--- src/rtl/imm_pkg.sv ---
// Shared opcode and immediate-format definitions for the immediate generator.
// Opcodes are the RV32I/RV64I major opcodes found in instruction bits [6:0].
package imm_pkg;

  localparam logic [6:0] OP_IMM = 7'b0010011;
  localparam logic [6:0] LOAD   = 7'b0000011;
  localparam logic [6:0] JALR   = 7'b1100111;
  localparam logic [6:0] STORE  = 7'b0100011;
  localparam logic [6:0] BRANCH = 7'b1100011;
  localparam logic [6:0] LUI    = 7'b0110111;
  localparam logic [6:0] AUIPC  = 7'b0010111;
  localparam logic [6:0] JAL    = 7'b1101111;
  localparam logic [6:0] OP     = 7'b0110011;

  localparam logic [2:0] F3_SLLI  = 3'b001;
  localparam logic [2:0] F3_SRXI  = 3'b101;

  typedef enum logic [2:0] {
    FMT_R     = 3'd0,
    FMT_I     = 3'd1,
    FMT_S     = 3'd2,
    FMT_B     = 3'd3,
    FMT_U     = 3'd4,
    FMT_J     = 3'd5,
    FMT_SHAMT = 3'd6,
    FMT_NONE  = 3'd7
  } fmt_e;

endpackage

--- src/rtl/immediate_unit_pipe_if.sv ---
// Instruction-in / immediate-out handshake bundle of the pipelined immediate unit.
// The slave modport is the unit itself; master is the surrounding pipeline.
interface immediate_unit_pipe_if
  import imm_pkg::*;
#(
  parameter int XLEN  = 32,
  parameter int CNT_W = 8
) ();

  logic             valid_i;
  logic             ready_o;
  logic [31:0]      instruction_i;
  logic             valid_o;
  logic             ready_i;
  logic [XLEN-1:0]  immediate_o;
  fmt_e             fmt_o;
  logic             illegal_o;
  logic [CNT_W-1:0] illegal_cnt_o;

  modport slave (
    input  valid_i, instruction_i, ready_i,
    output ready_o, valid_o, immediate_o, fmt_o, illegal_o, illegal_cnt_o
  );

  modport master (
    output valid_i, instruction_i, ready_i,
    input  ready_o, valid_o, immediate_o, fmt_o, illegal_o, illegal_cnt_o
  );

endinterface

--- src/rtl/imm_decode.sv ---
// Combinational immediate decoder: instruction word to sign-extended immediate,
// format code and illegal-opcode flag.
module imm_decode
  import imm_pkg::*;
#(
  parameter int XLEN = 32
) (
  input  logic [31:0]     instr_i,
  output logic [XLEN-1:0] imm_o,
  output fmt_e            fmt_o,
  output logic            illegal_o
);

  logic [6:0] opcode;
  logic [2:0] funct3;
  logic       sign;

  assign opcode = instr_i[6:0];
  assign funct3 = instr_i[14:12];
  assign sign   = instr_i[31];

  always_comb begin
    // NOTE: every output gets a default before the case so no path leaves a
    // value unassigned, which would otherwise infer a latch.
    imm_o     = '0;
    fmt_o     = FMT_NONE;
    illegal_o = 1'b0;

    // Signed formats fill the whole word with the sign first, then overlay the
    // low bits; this works for both XLEN=32 and XLEN=64 without zero-width parts.
    unique case (opcode)
      OP_IMM: begin
        if (funct3 == F3_SLLI || funct3 == F3_SRXI) begin
          fmt_o = FMT_SHAMT;
          if (XLEN == 64) imm_o[5:0] = instr_i[25:20];
          else            imm_o[4:0] = instr_i[24:20];
        end else begin
          fmt_o       = FMT_I;
          imm_o       = {XLEN{sign}};
          imm_o[11:0] = instr_i[31:20];
        end
      end
      LOAD, JALR: begin
        fmt_o       = FMT_I;
        imm_o       = {XLEN{sign}};
        imm_o[11:0] = instr_i[31:20];
      end
      STORE: begin
        fmt_o       = FMT_S;
        imm_o       = {XLEN{sign}};
        imm_o[11:0] = {instr_i[31:25], instr_i[11:7]};
      end
      BRANCH: begin
        fmt_o       = FMT_B;
        imm_o       = {XLEN{sign}};
        imm_o[12:0] = {instr_i[31], instr_i[7], instr_i[30:25], instr_i[11:8], 1'b0};
      end
      LUI, AUIPC: begin
        fmt_o       = FMT_U;
        imm_o       = {XLEN{sign}};
        imm_o[31:0] = {instr_i[31:12], 12'b0};
      end
      JAL: begin
        fmt_o       = FMT_J;
        imm_o       = {XLEN{sign}};
        imm_o[20:0] = {instr_i[31], instr_i[19:12], instr_i[20], instr_i[30:21], 1'b0};
      end
      OP: begin
        fmt_o = FMT_R;
      end
      default: begin
        illegal_o = 1'b1;
      end
    endcase
  end

endmodule

--- src/rtl/immediate_unit_pipe.sv ---
// Pipelined immediate generator: decode feeds an output register backed by a
// one-entry skid register, plus a saturating illegal-opcode counter.
module immediate_unit_pipe
  import imm_pkg::*;
#(
  parameter int XLEN  = 32,
  parameter int CNT_W = 8
) (
  input logic                  clk,
  input logic                  reset,
  immediate_unit_pipe_if.slave bus
);

  logic [XLEN-1:0]  dec_imm;
  fmt_e             dec_fmt;
  logic             dec_ill;

  logic             out_valid_q, out_valid_d;
  logic [XLEN-1:0]  out_imm_q,   out_imm_d;
  fmt_e             out_fmt_q,   out_fmt_d;
  logic             out_ill_q,   out_ill_d;

  logic             skid_valid_q, skid_valid_d;
  logic [XLEN-1:0]  skid_imm_q,   skid_imm_d;
  fmt_e             skid_fmt_q,   skid_fmt_d;
  logic             skid_ill_q,   skid_ill_d;

  logic [CNT_W-1:0] cnt_q, cnt_d;

  logic             accept;
  logic             out_load;

  imm_decode #(.XLEN(XLEN)) u_decode (
    .instr_i   (bus.instruction_i),
    .imm_o     (dec_imm),
    .fmt_o     (dec_fmt),
    .illegal_o (dec_ill)
  );

  // Ready depends only on registered skid state, so ready_i never reaches ready_o.
  assign bus.ready_o = !skid_valid_q && !reset;
  assign accept      = bus.valid_i && bus.ready_o;
  assign out_load    = !out_valid_q || bus.ready_i;

  always_comb begin
    out_valid_d  = out_valid_q;
    out_imm_d    = out_imm_q;
    out_fmt_d    = out_fmt_q;
    out_ill_d    = out_ill_q;
    skid_valid_d = skid_valid_q;
    skid_imm_d   = skid_imm_q;
    skid_fmt_d   = skid_fmt_q;
    skid_ill_d   = skid_ill_q;
    cnt_d        = cnt_q;

    if (out_load) begin
      if (skid_valid_q) begin
        out_valid_d  = 1'b1;
        out_imm_d    = skid_imm_q;
        out_fmt_d    = skid_fmt_q;
        out_ill_d    = skid_ill_q;
        skid_valid_d = 1'b0;
      end else if (accept) begin
        out_valid_d = 1'b1;
        out_imm_d   = dec_imm;
        out_fmt_d   = dec_fmt;
        out_ill_d   = dec_ill;
      end else begin
        out_valid_d = 1'b0;
      end
    end

    // A new accept parks in the skid entry whenever the output slot is taken.
    if (accept && (!out_load || skid_valid_q)) begin
      skid_valid_d = 1'b1;
      skid_imm_d   = dec_imm;
      skid_fmt_d   = dec_fmt;
      skid_ill_d   = dec_ill;
    end

    if (accept && dec_ill && (cnt_q != {CNT_W{1'b1}})) begin
      cnt_d = cnt_q + 1'b1;
    end
  end

  // NOTE: state registers use non-blocking assignments so every flop samples
  // the pre-edge values of the others, independent of statement order.
  always_ff @(posedge clk) begin
    if (reset) begin
      out_valid_q  <= 1'b0;
      out_imm_q    <= '0;
      out_fmt_q    <= FMT_NONE;
      out_ill_q    <= 1'b0;
      skid_valid_q <= 1'b0;
      skid_imm_q   <= '0;
      skid_fmt_q   <= FMT_NONE;
      skid_ill_q   <= 1'b0;
      cnt_q        <= '0;
    end else begin
      out_valid_q  <= out_valid_d;
      out_imm_q    <= out_imm_d;
      out_fmt_q    <= out_fmt_d;
      out_ill_q    <= out_ill_d;
      skid_valid_q <= skid_valid_d;
      skid_imm_q   <= skid_imm_d;
      skid_fmt_q   <= skid_fmt_d;
      skid_ill_q   <= skid_ill_d;
      cnt_q        <= cnt_d;
    end
  end

  assign bus.valid_o       = out_valid_q;
  assign bus.immediate_o   = out_imm_q;
  assign bus.fmt_o         = out_fmt_q;
  assign bus.illegal_o     = out_ill_q;
  assign bus.illegal_cnt_o = cnt_q;

endmodule
--- src/flat_wrapper.sv ---
// flat-port wrapper written by rule: the top's interface ports become plain ports
module immediate_unit_pipe_flat import imm_pkg::*;
#(
  parameter int XLEN  = 32,
  parameter int CNT_W = 8
)
  (clk, reset, bus_valid_i, bus_instruction_i, bus_ready_i, bus_ready_o, bus_valid_o, bus_immediate_o, bus_fmt_o, bus_illegal_o, bus_illegal_cnt_o);
  immediate_unit_pipe_if #(.XLEN(XLEN), .CNT_W(CNT_W)) bus_i ();
  input logic clk;
  input logic reset;
  input wire logic [$bits(bus_i.valid_i)-1:0] bus_valid_i;
  input wire logic [$bits(bus_i.instruction_i)-1:0] bus_instruction_i;
  input wire logic [$bits(bus_i.ready_i)-1:0] bus_ready_i;
  output wire logic [$bits(bus_i.ready_o)-1:0] bus_ready_o;
  output wire logic [$bits(bus_i.valid_o)-1:0] bus_valid_o;
  output wire logic [$bits(bus_i.immediate_o)-1:0] bus_immediate_o;
  output wire logic [$bits(bus_i.fmt_o)-1:0] bus_fmt_o;
  output wire logic [$bits(bus_i.illegal_o)-1:0] bus_illegal_o;
  output wire logic [$bits(bus_i.illegal_cnt_o)-1:0] bus_illegal_cnt_o;
  assign bus_i.valid_i = bus_valid_i;
  assign bus_i.instruction_i = bus_instruction_i;
  assign bus_i.ready_i = bus_ready_i;
  assign bus_ready_o = bus_i.ready_o;
  assign bus_valid_o = bus_i.valid_o;
  assign bus_immediate_o = bus_i.immediate_o;
  assign bus_fmt_o = bus_i.fmt_o;
  assign bus_illegal_o = bus_i.illegal_o;
  assign bus_illegal_cnt_o = bus_i.illegal_cnt_o;
  immediate_unit_pipe #(.XLEN(XLEN), .CNT_W(CNT_W)) u_core (.clk(clk), .reset(reset), .bus(bus_i));
endmodule
--- config.mk ---
export PLATFORM = sky130hd
export DESIGN_NAME = immediate_unit_pipe_flat
export DESIGN_NICKNAME = d
export VERILOG_FILES = /design/src/rtl/imm_pkg.sv /design/src/rtl/immediate_unit_pipe_if.sv /design/src/rtl/imm_decode.sv /design/src/rtl/immediate_unit_pipe.sv /design/src/flat_wrapper.sv
export SDC_FILE = /design/constraint.sdc
export NUM_CORES = 1
export LEC_CHECK = 0
export ABC_AREA = 1
export BUFFER_PORTS_ARGS = -buffer_cell sky130_fd_sc_hd__buf_4
export CAP_MARGIN = 10
export CORE_MARGIN = 8
export CORE_UTILIZATION = 50
export CTS_BUF_LIST = sky130_fd_sc_hd__clkbuf_16
export CTS_CLUSTER_DIAMETER = 40
export CTS_CLUSTER_SIZE = 20
export DETAILED_ROUTE_END_ITERATION = 12
export PLACE_DENSITY = 0.76
export SETUP_SLACK_MARGIN = 0.05
export SLEW_MARGIN = 20
export SYNTH_ARGS = -nofsm -noshare
export SYNTH_HDL_FRONTEND = slang
export SYNTH_HIERARCHICAL = 1
export SYNTH_SLANG_ARGS = --single-unit
--- constraint.sdc ---
create_clock -name clk -period 1.3 [get_ports clk]
set_input_delay 0.13 -clock clk [delete_from_list [all_inputs] [get_ports clk]]
set_output_delay 0.13 -clock clk [all_outputs]
set_load 0.02 [all_outputs]
== Word-level counts from Yosys, hierarchy flattened ==
Index checks and enable logic that the tools add are counted.
Storage, ports and cells
  word-level logic and storage cells: 55
  input bits: 36
  bits in registers: 82
Operators by class
  reductions and logical operators: 18
  add/subtract/negate cells: 1
  muxes and demuxes: 15
  eq/ne operators: 12
Operators with widths (count)
  case mux 32 bit (6 select lines): 1
  two-way mux 32 bit: 2
  two-way mux 27 bit: 1
  equality test 7 x 6 -> 1 bit (second input constant): 3
  equality test 7 bit (second input constant): 3
  case mux 3 bit (7 select lines): 1
  equality test 7 x 5 -> 1 bit (second input constant): 2
  two-way mux 3 bit: 3
  OR reduction 9 bit: 1
  adder 8 x 1 -> 8 bit (second input constant): 1
  != test 8 bit (second input constant): 1
  equality test 7 x 2 -> 1 bit (second input constant): 1
  two-way mux 1 bit: 7
  logical AND 1 bit: 5
  logical NOT 1 bit: 4
  nonzero test 2 bit: 2
  OR reduction 2 bit: 2
  equality test 3 x 1 -> 1 bit (second input constant): 1
  equality test 3 bit (second input constant): 1
  logical OR 1 bit: 3
  AND reduction 2 bit: 1

== Depth between registers and ports, before layout ==
Gate-level depths: netlist of run 1.
  depth after elaboration: 6
  gate-level depth with buffers: 13

== Hierarchy ==
Netlist of run 1, hierarchy kept.
Modules (own cells, without submodules)
  immediate_unit_pipe: cells an instance 484, area each 3462.1 um^2, times used 1
  imm_decode: cells an instance 214, area each 945.9 um^2, times used 1

== Least setup slack after synthesis of run 1 ==
OpenSTA, ideal clock, no wires.
  path type: reg2reg
  start point: reg u_core.cnt_q[0], in the netlist u_core/bus.illegal_cnt_o[0]
  end point: reg u_core.cnt_q[5], in the netlist u_core/bus.illegal_cnt_o[5]
  cell stages (with the launch flop): 8
  data arrival time: 1372 ps
  clock period less this slack: 1487 ps
  setup slack: -187 ps
  cell sequence: dfxtp_1 > ha_1 > nand2_1 > inv_1 > nand3b_1 > clkbuf_1 > a21oi_1 > nor2_1
Between the ends
  longest elaborated chain between the ends: 2
  elaborated cells on any way between the ends: 3
RTL lines
  start: declaration: line immediate_unit_pipe.sv:28  | logic [CNT_W-1:0] cnt_q, cnt_d;
  start signal: assignment: line immediate_unit_pipe.sv:108  | cnt_q <= cnt_d;
  branches (longest 2 deep; another with adder 8 x 1 -> 8 bit)
Parallel ways; which one is timed is not known.
A chain may end at the register's enable or synchronous reset.

== Worst setup path in the final report of run 1 ==
  start point: reg u_core.out_valid_q, in the netlist u_core/bus.valid_o
  end point: reg u_core.skid_imm_q[24]
Between the ends
  longest elaborated chain between the ends: 5
RTL lines
  start: declaration: line immediate_unit_pipe.sv:18  | logic out_valid_q, out_valid_d;
  start signal: assignment: line immediate_unit_pipe.sv:100  | out_valid_q <= out_valid_d;
  logical NOT 1 bit: line immediate_unit_pipe.sv:43  | assign out_load = !out_valid_q || bus.ready_i;
  logical OR 1 bit: line immediate_unit_pipe.sv:43
  logical NOT 1 bit: line immediate_unit_pipe.sv:74  | if (accept && (!out_load || skid_valid_q)) begin
  logical OR 1 bit: line immediate_unit_pipe.sv:74
  logical AND 1 bit: line immediate_unit_pipe.sv:74
  end signal: assignment: line immediate_unit_pipe.sv:105  | skid_imm_q <= skid_imm_d;
  end: declaration: line immediate_unit_pipe.sv:24  | logic [XLEN-1:0] skid_imm_q, skid_imm_d;
No other way between the ends.

==> results of run 1 <==
flip-flops by register name (all words and copies together) (netlist names), 3 cells and up:
signal                    count
u_core/skid_imm_q            32
u_core/bus.immediate_o       32
u_core/bus.illegal_cnt_o      8
u_core/skid_fmt_q             3
u_core/bus.fmt_o              3
cell usage in the layout, fill, tap and decap left out, drive strengths merged:
cell	Yosys	final
a21oi	60	60
buf	20	148
bufinv	0	1
clkbuf	18	12
clkinv	1	4
dfxtp	82	82
dlygate4sd3	0	1
ha	1	1
inv	64	67
nand2	158	158
nand3	39	39
nand3b	2	2
nand4	2	2
nor2	147	147
nor3	2	2
o21ai	101	101
xnor2	1	1
cells by family after synthesis:
family / count (synthesis) / synth area share [%]
and+or+nand+nor: 350 / 33.0
AOI/OAI and AO/OA: 161 / 18.5
buffers and inverters: 103 / 10.8
DFF: 82 / 37.2
xor gates and xnor gates: 1 / 0.199
adders and majority gates: 1 / 0.284
worst reg2reg max path: stages (launching register included):
cell	delay (ns)
sky130_fd_sc_hd__dfxtp_2	0.34
sky130_fd_sc_hd__inv_2	0.05
sky130_fd_sc_hd__nor2_4	0.14
sky130_fd_sc_hd__inv_4	0.06
sky130_fd_sc_hd__nor2_8	0.18
sky130_fd_sc_hd__buf_12	0.16
sky130_fd_sc_hd__clkbuf_16	0.15
sky130_fd_sc_hd__o21ai_2	0.06
sky130_fd_sc_hd__a21oi_1	0.12
per-layer routing:
| layer | wire, um | part of all wire [%] |
|---|---|---|
| met5 | 0 | 0 |
| met4 | 265 | 1.9 |
| met3 | 777 | 5.5 |
| met2 | 7220 | 51 |
| met1 | 5930 | 42 |
what timing repair did:
| item | in CTS | in global routing |
|---|---|---|
| buffers inserted | 6 | 13 |
| endpoints found under the hold margin | 1 | 0 |
| cloned | 3 | 4 |
| endpoints found under the setup margin | 45 | 76 |
| pin swaps | 3 | 18 |
| hold buffers | 1 | 0 |
| gates resized for setup | 11 | 105 |
worst min path at each step:
stage / depth (start not counted) / slack (ns) / endpoint
CTS: 2 / 0.005 / u_core/skid_valid_q
detailed placement: 2 / 0.34 / u_core/bus.valid_o
finish: 2 / 0.01 / u_core/skid_valid_q
global route: 2 / 0.02 / u_core/skid_valid_q
floorplan: 1 / 0.19 / u_core/bus.valid_o
global placement: 2 / 0.34 / u_core/bus.valid_o
layout make-up:
| class | count | area (sq um) | share of cell area, % |
|---|---|---|---|
| clock buffer | 9 | 225 | 3.53 |
| clock inverter | 7 | 73.8 | 1.16 |
| inverter | 65 | 269 | 4.22 |
| multi-input combinational | 513 | 2560 | 40.2 |
| sequential | 82 | 1660 | 26.0 |
| tap | 108 | 135 | 2.12 |
| timing repair buffer | 152 | 1450 | 22.7 |
where the power goes:
group	internal (mW)	leakage (nW)	switching, mW	total, mW
combinational	0.438	2.31	0.575	1.01
clock	1.51	0.150	1.07	2.58
sequential	2.62	0.673	0.0730	2.69
total	4.56	3.13	1.72	6.28
per-stage QoR:
stage	total power [mW]	hold WS, ns
after detailed placement	3.60	0.342
after global routing	6.50	0.0198
final	6.28	0.0148
after global placement	3.58	0.343
after CTS	6.17	0.00455
after floorplan	3.21	0.192
==> metrics.md, run 1 <==
| Metric | Value |
|---|---|
| R2R Setup Slk | -0.02 ns |
| Detail-routed net length per standard cell | 15.2 um |
| Starting Density | 51.0% |
| Horiz. Die Dim | 110 um |
| Vias after detailed routing | 4989 |
| Antenna violations before repair | 0 |
| Total negative slack | -0.0831 ns |
| Placed Cells incl. Taps | 893 |
| Final setup margin | -0.0241 ns |
| Maximum number of pins on one net before global-route repair | 59 |
| Leading cell types by total area after synthesis | sky130_fd_sc_hd__dfxtp_1 37%, sky130_fd_sc_hd__nand2_1 13%, sky130_fd_sc_hd__nor2_1 12% |
| Start of the worst register-to-register path | u_core/bus.valid_o |
| Total non-filler cell area in the finished layout | 6370 sq um |
| Number of warnings issued by yosys | 6 |
| Count of mapped cells out of synthesis | 698 |
| Final std cells w/o fill | 936 |
| P per Cell Area | 986 nW/um^2 |
| Final-report max-slew violation count | 0 |
| Count of different cell masters after synthesis | 26 |
| Endpoint of the worst register-to-register path | u_core/skid_imm_q[24] |
| Number of sinks handled by clock tree synthesis | 82 |
| Fin crit period | 1.32 ns |
| Post-synthesis net count | 735 |
| Achievable frequency | 755 MHz |
| Worst path bufs/invs | 4 |
| Launching instance or port of the critical path | u_core/bus.valid_o |
| Busiest metal layer after global routing | met2 |
| Number of I/O pins | 82 |
| Final estimated routing congestion in global placement | 0.899 |
| Slowest library cell on the worst path | sky130_fd_sc_hd__dfxtp_2 |
| CTS clk-pin slew, worst paths | 0.07 ns |
| Count of final setup violators | 9 |
| Share of the core filled with cells in the final layout | 73.8% |
| Cell type with the largest total area after synthesis | sky130_fd_sc_hd__dfxtp_1 |
| HPWL reported at the end of detailed placement | 8800 um |
| Maximum vdd ir drop | 0.000650 V |
| Number of buffers on the longest clock path | 2 |
| Sequential element share of the synthesized area | 37.2% |
| Syn Area/Cell | 6.32 sq um |
| Status | finished, violations left |
| Met3 global-route usage | 3.34% |
| Post-route ant nets | 0 |
| Number of global-route vias before repair | 4699 |
| Die height | 110 um |
| Worst setup skew after layout | 0.0130 ns |
| Layout area overhead | 44.5% |
| Setup crit end kind | register |
| End point of the critical path | u_core/skid_imm_q[24] |
| Post-detailed-placement cell area | 5450 sq um |
| Slew @ Worst Pin | 0.319 ns |
| TritonCTS clock tree | built |
| Cell area after technology mapping | 4410 sq um |
| Met1 demand-to-capacity share in global routing | 26.3% |
| Top FF cell, synth | sky130_fd_sc_hd__dfxtp_1 |
| Detailed router's first-iteration violation count | 387 |
| Kind of cell adding the most delay to the critical path | buffers and inverters |
| Final WL | 14200 um |
| Full die area | 12100 sq um |
| Setup repair after global routing missed its margin | true |
| Via/cell ratio | 5.33 |
| Place WS | -0.375 ns |
| Max-cap violation count | 0 |
| CP Data Arrival Time | 1.59 ns |
| Startpoint class of the critical path | register |
| Cells along the critical path | inv_2 -> nor2_4 -> inv_4 -> nor2_8 -> buf_12 -> clkbuf_16 -> o21ai_2 -> a21oi_1 |
| Core region area | 8640 sq um |
| Wire length of the first global-routing pass | 21400 um |
| Ratio of cells with drive above 1 in the final layout | 31.3% |
| Remaining Overflow, GRT | 0 |
| Cell with the most instances after synthesis | sky130_fd_sc_hd__nand2_1 |
| Port Buf Inserts | 81 |
| Depth of the worst register-to-register path | 8 |
| Cell at the root of the clock tree | sky130_fd_sc_hd__clkbuf_16 |
| Number of rows created at floorplan | 34 |
| Met2 routing resource usage after global routing | 37.5% |
| Crit Path Max Fanout | 4 |
| Tightest Hold Check Type | primary input to register |
| H-Tree Level Count | 3 |
| Iteration count of the initial detailed-routing pass | 5 |
| Final Cycle Share | 102% |
| Critical path depth | 8 |
| # diodes | 0 |
| Layout net count | 860 |
| Total routing resource utilization after global routing | 21.7% |
| Leading post-synthesis cells by instance count | 153 x sky130_fd_sc_hd__nand2_1, 139 x sky130_fd_sc_hd__nor2_1, 91 x sky130_fd_sc_hd__o21ai_0 |
| Required time at the endpoint of the critical path | 1.57 ns |
| Proportion of synthesized flip-flops having asynchronous set or reset | 0% |
| Post-synthesis register bit count | 82 |
| Cell leakage power | 3.13 nW |
| EDFF count, synth | 0 |
| Area share of the largest cell type after synthesis | 37.2% |
| Post-route DRC violation count | 0 |
| Number of buffers added by the clock tree synthesis step | 9 |
| Clock Latency Late Sink | 0.34 ns |
| Final hold viol count | 0 |
| Worst-case headroom to the max-slew limit | 78.6% |
| Hold path startpoint | reset |
| Biggest cell delay along the critical path | 0.34 ns |
| Failing checks | setup timing |
| Critical setup path kind | register to register |
| Number of fill cells in the layout | 676 |
Power figures use the tool's default switching activity.
==> run 2: changes to the inputs <==
SYNTH_HIERARCHICAL = not set   (was 1)
==> run 2 against run 1 <==
  * The flow still finishes with violations (setup timing)
  * Non-clock buffer count shrank 3
  * Global-route usage grew 1.5 points
  * Via count grew 5.8%
  * Hold slack gained 0.16 ns
  * Clock power shrank 9.3%
  * Count of clock-buffer cells in the layout is the same
  * Critical path depth grew 1
  * Core utilization grew 0.92 points
==> metrics.md, run 2 <==
| Metric | Value |
|---|---|
| Count of different cell masters after synthesis | 27 |
| Tightest Hold Check Type | primary input to register |
| Combinational family with the most area after synthesis | simple AND/OR/NAND/NOR gates |
| Fraction of synthesized cell area in xor and xnor cells | 0.971% |
| HPWL reported at the end of detailed placement | 9660 um |
| Relative contribution of combinational cells to total power | 18.6% |
| Cell with the most instances after synthesis | sky130_fd_sc_hd__nand2_1 |
| Horiz. Die Dim | 111 um |
| Cell at the root of the clock tree | sky130_fd_sc_hd__clkbuf_16 |
| Proportion of synthesized flip-flops having asynchronous set or reset | 0% |
| Final std cells w/o fill | 923 |
| Quantity of hold-fixing buffers added after cts | 0 |
| Count of final setup violators | 6 |
| Antenna violations before repair | 0 |
| Leading cell types by total area after synthesis | sky130_fd_sc_hd__dfxtp_1 36%, sky130_fd_sc_hd__nand2_1 11%, sky130_fd_sc_hd__a21oi_1 10% |
| Critical setup path kind | register to register |
| Met2 routing resource usage after global routing | 39.1% |
| Final WL | 15600 um |
| Wire length of the first global-routing pass | 24100 um |
| Number of warnings issued by yosys | 0 |
| Sequential element share of the synthesized area | 36.4% |
| Die height | 111 um |
| Simple-gate share of the synthesized area | 33.6% |
| Number of rows created at floorplan | 34 |
| Detail-routed net length per standard cell | 16.9 um |
| H-Tree Level Count | 3 |
| Total negative slack | -0.0597 ns |
| Place WS | -0.289 ns |
| Ratio of cells with drive above 1 in the final layout | 34.1% |
| Cell leakage power | 3.13 nW |
| Crit Path Max Fanout | 10 |
| Total routing resource utilization after global routing | 23.1% |
| Area of all sequential standard cells | 1650 sq um |
| Total non-filler cell area in the finished layout | 6510 sq um |
| Number of I/O pins | 82 |
| Switching Fraction | 29.0% |
| Clock Latency Late Sink | 0.34 ns |
| Fin crit period | 1.33 ns |
| Maximum vdd ir drop | 0.000629 V |
| Number of buffers added by the clock tree synthesis step | 9 |
| Setup crit end kind | register |
| Setup repair after global routing missed its margin | true |
| Post-route ant nets | 0 |
| Power Total | 6.20 mW |
| Max-cap violation count | 0 |
| Remaining Overflow, GRT | 0 |
| Clock network fraction of total power | 37.7% |
| Final-report max-slew violation count | 0 |
| Worst-case headroom to the max-slew limit | 63.8% |
| Final hold viol count | 0 |
| Failing checks | setup timing |
| Post-synthesis net count | 734 |
| Top FF cell, synth | sky130_fd_sc_hd__dfxtp_1 |
| Portion of netlist area occupied by mux cells | 0% |
| Final estimated routing congestion in global placement | 0.939 |
| P per Cell Area | 951 nW/um^2 |
| Sequential cell fraction of total power | 43.7% |
| Leading post-synthesis cells by instance count | 136 x sky130_fd_sc_hd__nand2_1, 100 x sky130_fd_sc_hd__nor2_1, 91 x sky130_fd_sc_hd__a21oi_1 |
| Placed Cells incl. Taps | 893 |
| Core region area | 8720 sq um |
| # diodes | 0 |
| EDFF count, synth | 0 |
| Status | finished, violations left |
| Worst setup skew after layout | 0.00403 ns |
| Slew @ Worst Pin | 0.543 ns |
| Detailed router's first-iteration violation count | 442 |
| Post-synthesis register bit count | 82 |
| Depth of the worst register-to-register path | 9 |
| Port Buf Inserts | 81 |
| Busiest metal layer after global routing | met2 |
| Area of combinational cells with multiple inputs | 2840 sq um |
| Count of mapped cells out of synthesis | 697 |
| Most frequent standard cell in the layout excluding fill and tap cells | sky130_fd_sc_hd__nand2_1 |
| Full die area | 12300 sq um |
| Post-detailed-placement cell area | 5590 sq um |
| Met3 global-route usage | 4.60% |
| Startpoint class of the critical path | register |
| Internal power | 4.40 mW |
| Required time at the endpoint of the critical path | 1.53 ns |
| CP Data Arrival Time | 1.56 ns |
| Achievable frequency | 753 MHz |
| Worst Hold Depth | 5 |
| Met1 demand-to-capacity share in global routing | 27.9% |
| Number of fill cells in the layout | 660 |
| Via/cell ratio | 5.72 |
| Final setup margin | -0.0286 ns |
| Synthesized-area fraction occupied by ao, oa, aoi and oai cells | 18.8% |
| Maximum number of pins on one net before global-route repair | 41 |
| Syn Area/Cell | 6.47 sq um |
| Layout area overhead | 44.4% |
| Number of sinks handled by clock tree synthesis | 82 |
| Minimum hold slack | 0.174 ns |
| TritonCTS clock tree | built |
| Share of the core filled with cells in the final layout | 74.7% |
| Vias after detailed routing | 5280 |
| Post-route DRC violation count | 0 |
| Cell type with the largest total area after synthesis | sky130_fd_sc_hd__dfxtp_1 |
| Area share of the largest cell type after synthesis | 36.4% |
| Iteration count of the initial detailed-routing pass | 8 |
| CTS clk-pin slew, worst paths | 0.06 ns |
| Starting Density | 51.7% |
| Layout net count | 847 |
| Final Cycle Share | 102% |
| Adder and majority gate portion of the synthesized area | 0.277% |
| Number of buffers on the longest clock path | 2 |
| Net switching power | 1.80 mW |
| Number of global-route vias before repair | 5001 |
| Cell area after technology mapping | 4510 sq um |
| Commonest cells after routing, fill and taps aside | 132 x sky130_fd_sc_hd__nand2_1, 121 x sky130_fd_sc_hd__buf_4, 86 x sky130_fd_sc_hd__nor2_1, 75 x sky130_fd_sc_hd__nand3_1, 75 x sky130_fd_sc_hd__dfxtp_1 |
[run 2: cell types whose count changed in the layout (fill, tap and decap cells not counted), moves of 6 or more]
cell / change
sky130_fd_sc_hd__nand3_1: +43
sky130_fd_sc_hd__nor2_1: -43
sky130_fd_sc_hd__o21ai_0: -25
sky130_fd_sc_hd__a21oi_2: +18
sky130_fd_sc_hd__o21ai_1: -15
sky130_fd_sc_hd__a21oi_1: +14
sky130_fd_sc_hd__inv_1: -9
sky130_fd_sc_hd__nand2_1: -9
sky130_fd_sc_hd__nand2_2: -7
sky130_fd_sc_hd__o21bai_1: +6
[run 2: power by group through the flow]
stage / Clock, mW / Sequential, mW / Combinational, mW
after floorplan: 0 / 2.83 / 0.405
after global placement: 0 / 2.73 / 0.910
after detailed placement: 0 / 2.73 / 0.931
after CTS: 2.33 / 2.69 / 1.01
after global routing: 2.44 / 2.72 / 1.23
final: 2.34 / 2.71 / 1.15
[run 2: worst paths after layout]
check | end | from | slack, ns
max reg2reg | u_core.bus.immediate_o[28] | u_core.bus.valid_o | -0.03
max | u_core.bus.immediate_o[28] | u_core.bus.valid_o | -0.03
min reg2reg | u_core.skid_fmt_q[1] | u_core.skid_fmt_q[1] | 0.49
min | u_core.skid_valid_q | bus_ready_i | 0.17
[run 2: logic make-up after synthesis]
family / Yosys count
simple gates: 347
compound gates: 166
buf+inv: 96
flops: 82
xor+xnor: 5
fa+ha+maj: 1
[run 2: what timing repair did]
| action | in CTS | in global routing |
|---|---|---|
| gates cloned | 3 | 4 |
| gates resized for setup | 92 | 86 |
| pin swaps | 4 | 19 |
| setup endpoints to repair | 70 | 80 |
| buffers inserted | 4 | 4 |
[run 2: layout make-up]
type                    instances  area share (%)
repair buffers                149            21.8
flip-flops and latches         82            25.4
inverters                      49            3.23
well taps                     108            2.07
clock buffers                   9            3.46
clock inverters                 7           0.557
multi-input cells             519            43.5
[run 2: critical path: stages, from the launching register on]
cell and delay, ns:
sky130_fd_sc_hd__dfxtp_2 0.33, sky130_fd_sc_hd__inv_2 0.04, sky130_fd_sc_hd__nor2_4 0.09, sky130_fd_sc_hd__inv_4 0.06
sky130_fd_sc_hd__buf_12 0.12, sky130_fd_sc_hd__nand2_8 0.13, sky130_fd_sc_hd__inv_8 0.08, sky130_fd_sc_hd__buf_16 0.16
sky130_fd_sc_hd__o21ai_2 0.13, sky130_fd_sc_hd__a21oi_1 0.07
[run 2: layer usage]
| metal | vias to the layer above | share of wire, % |
|---|---|---|
| li1 | 2533 | - |
| met1 | 2466 | 41 |
| met2 | 249 | 49 |
| met3 | 32 | 7.7 |
| met4 | 0 | 1.9 |
| met5 | - | 0 |
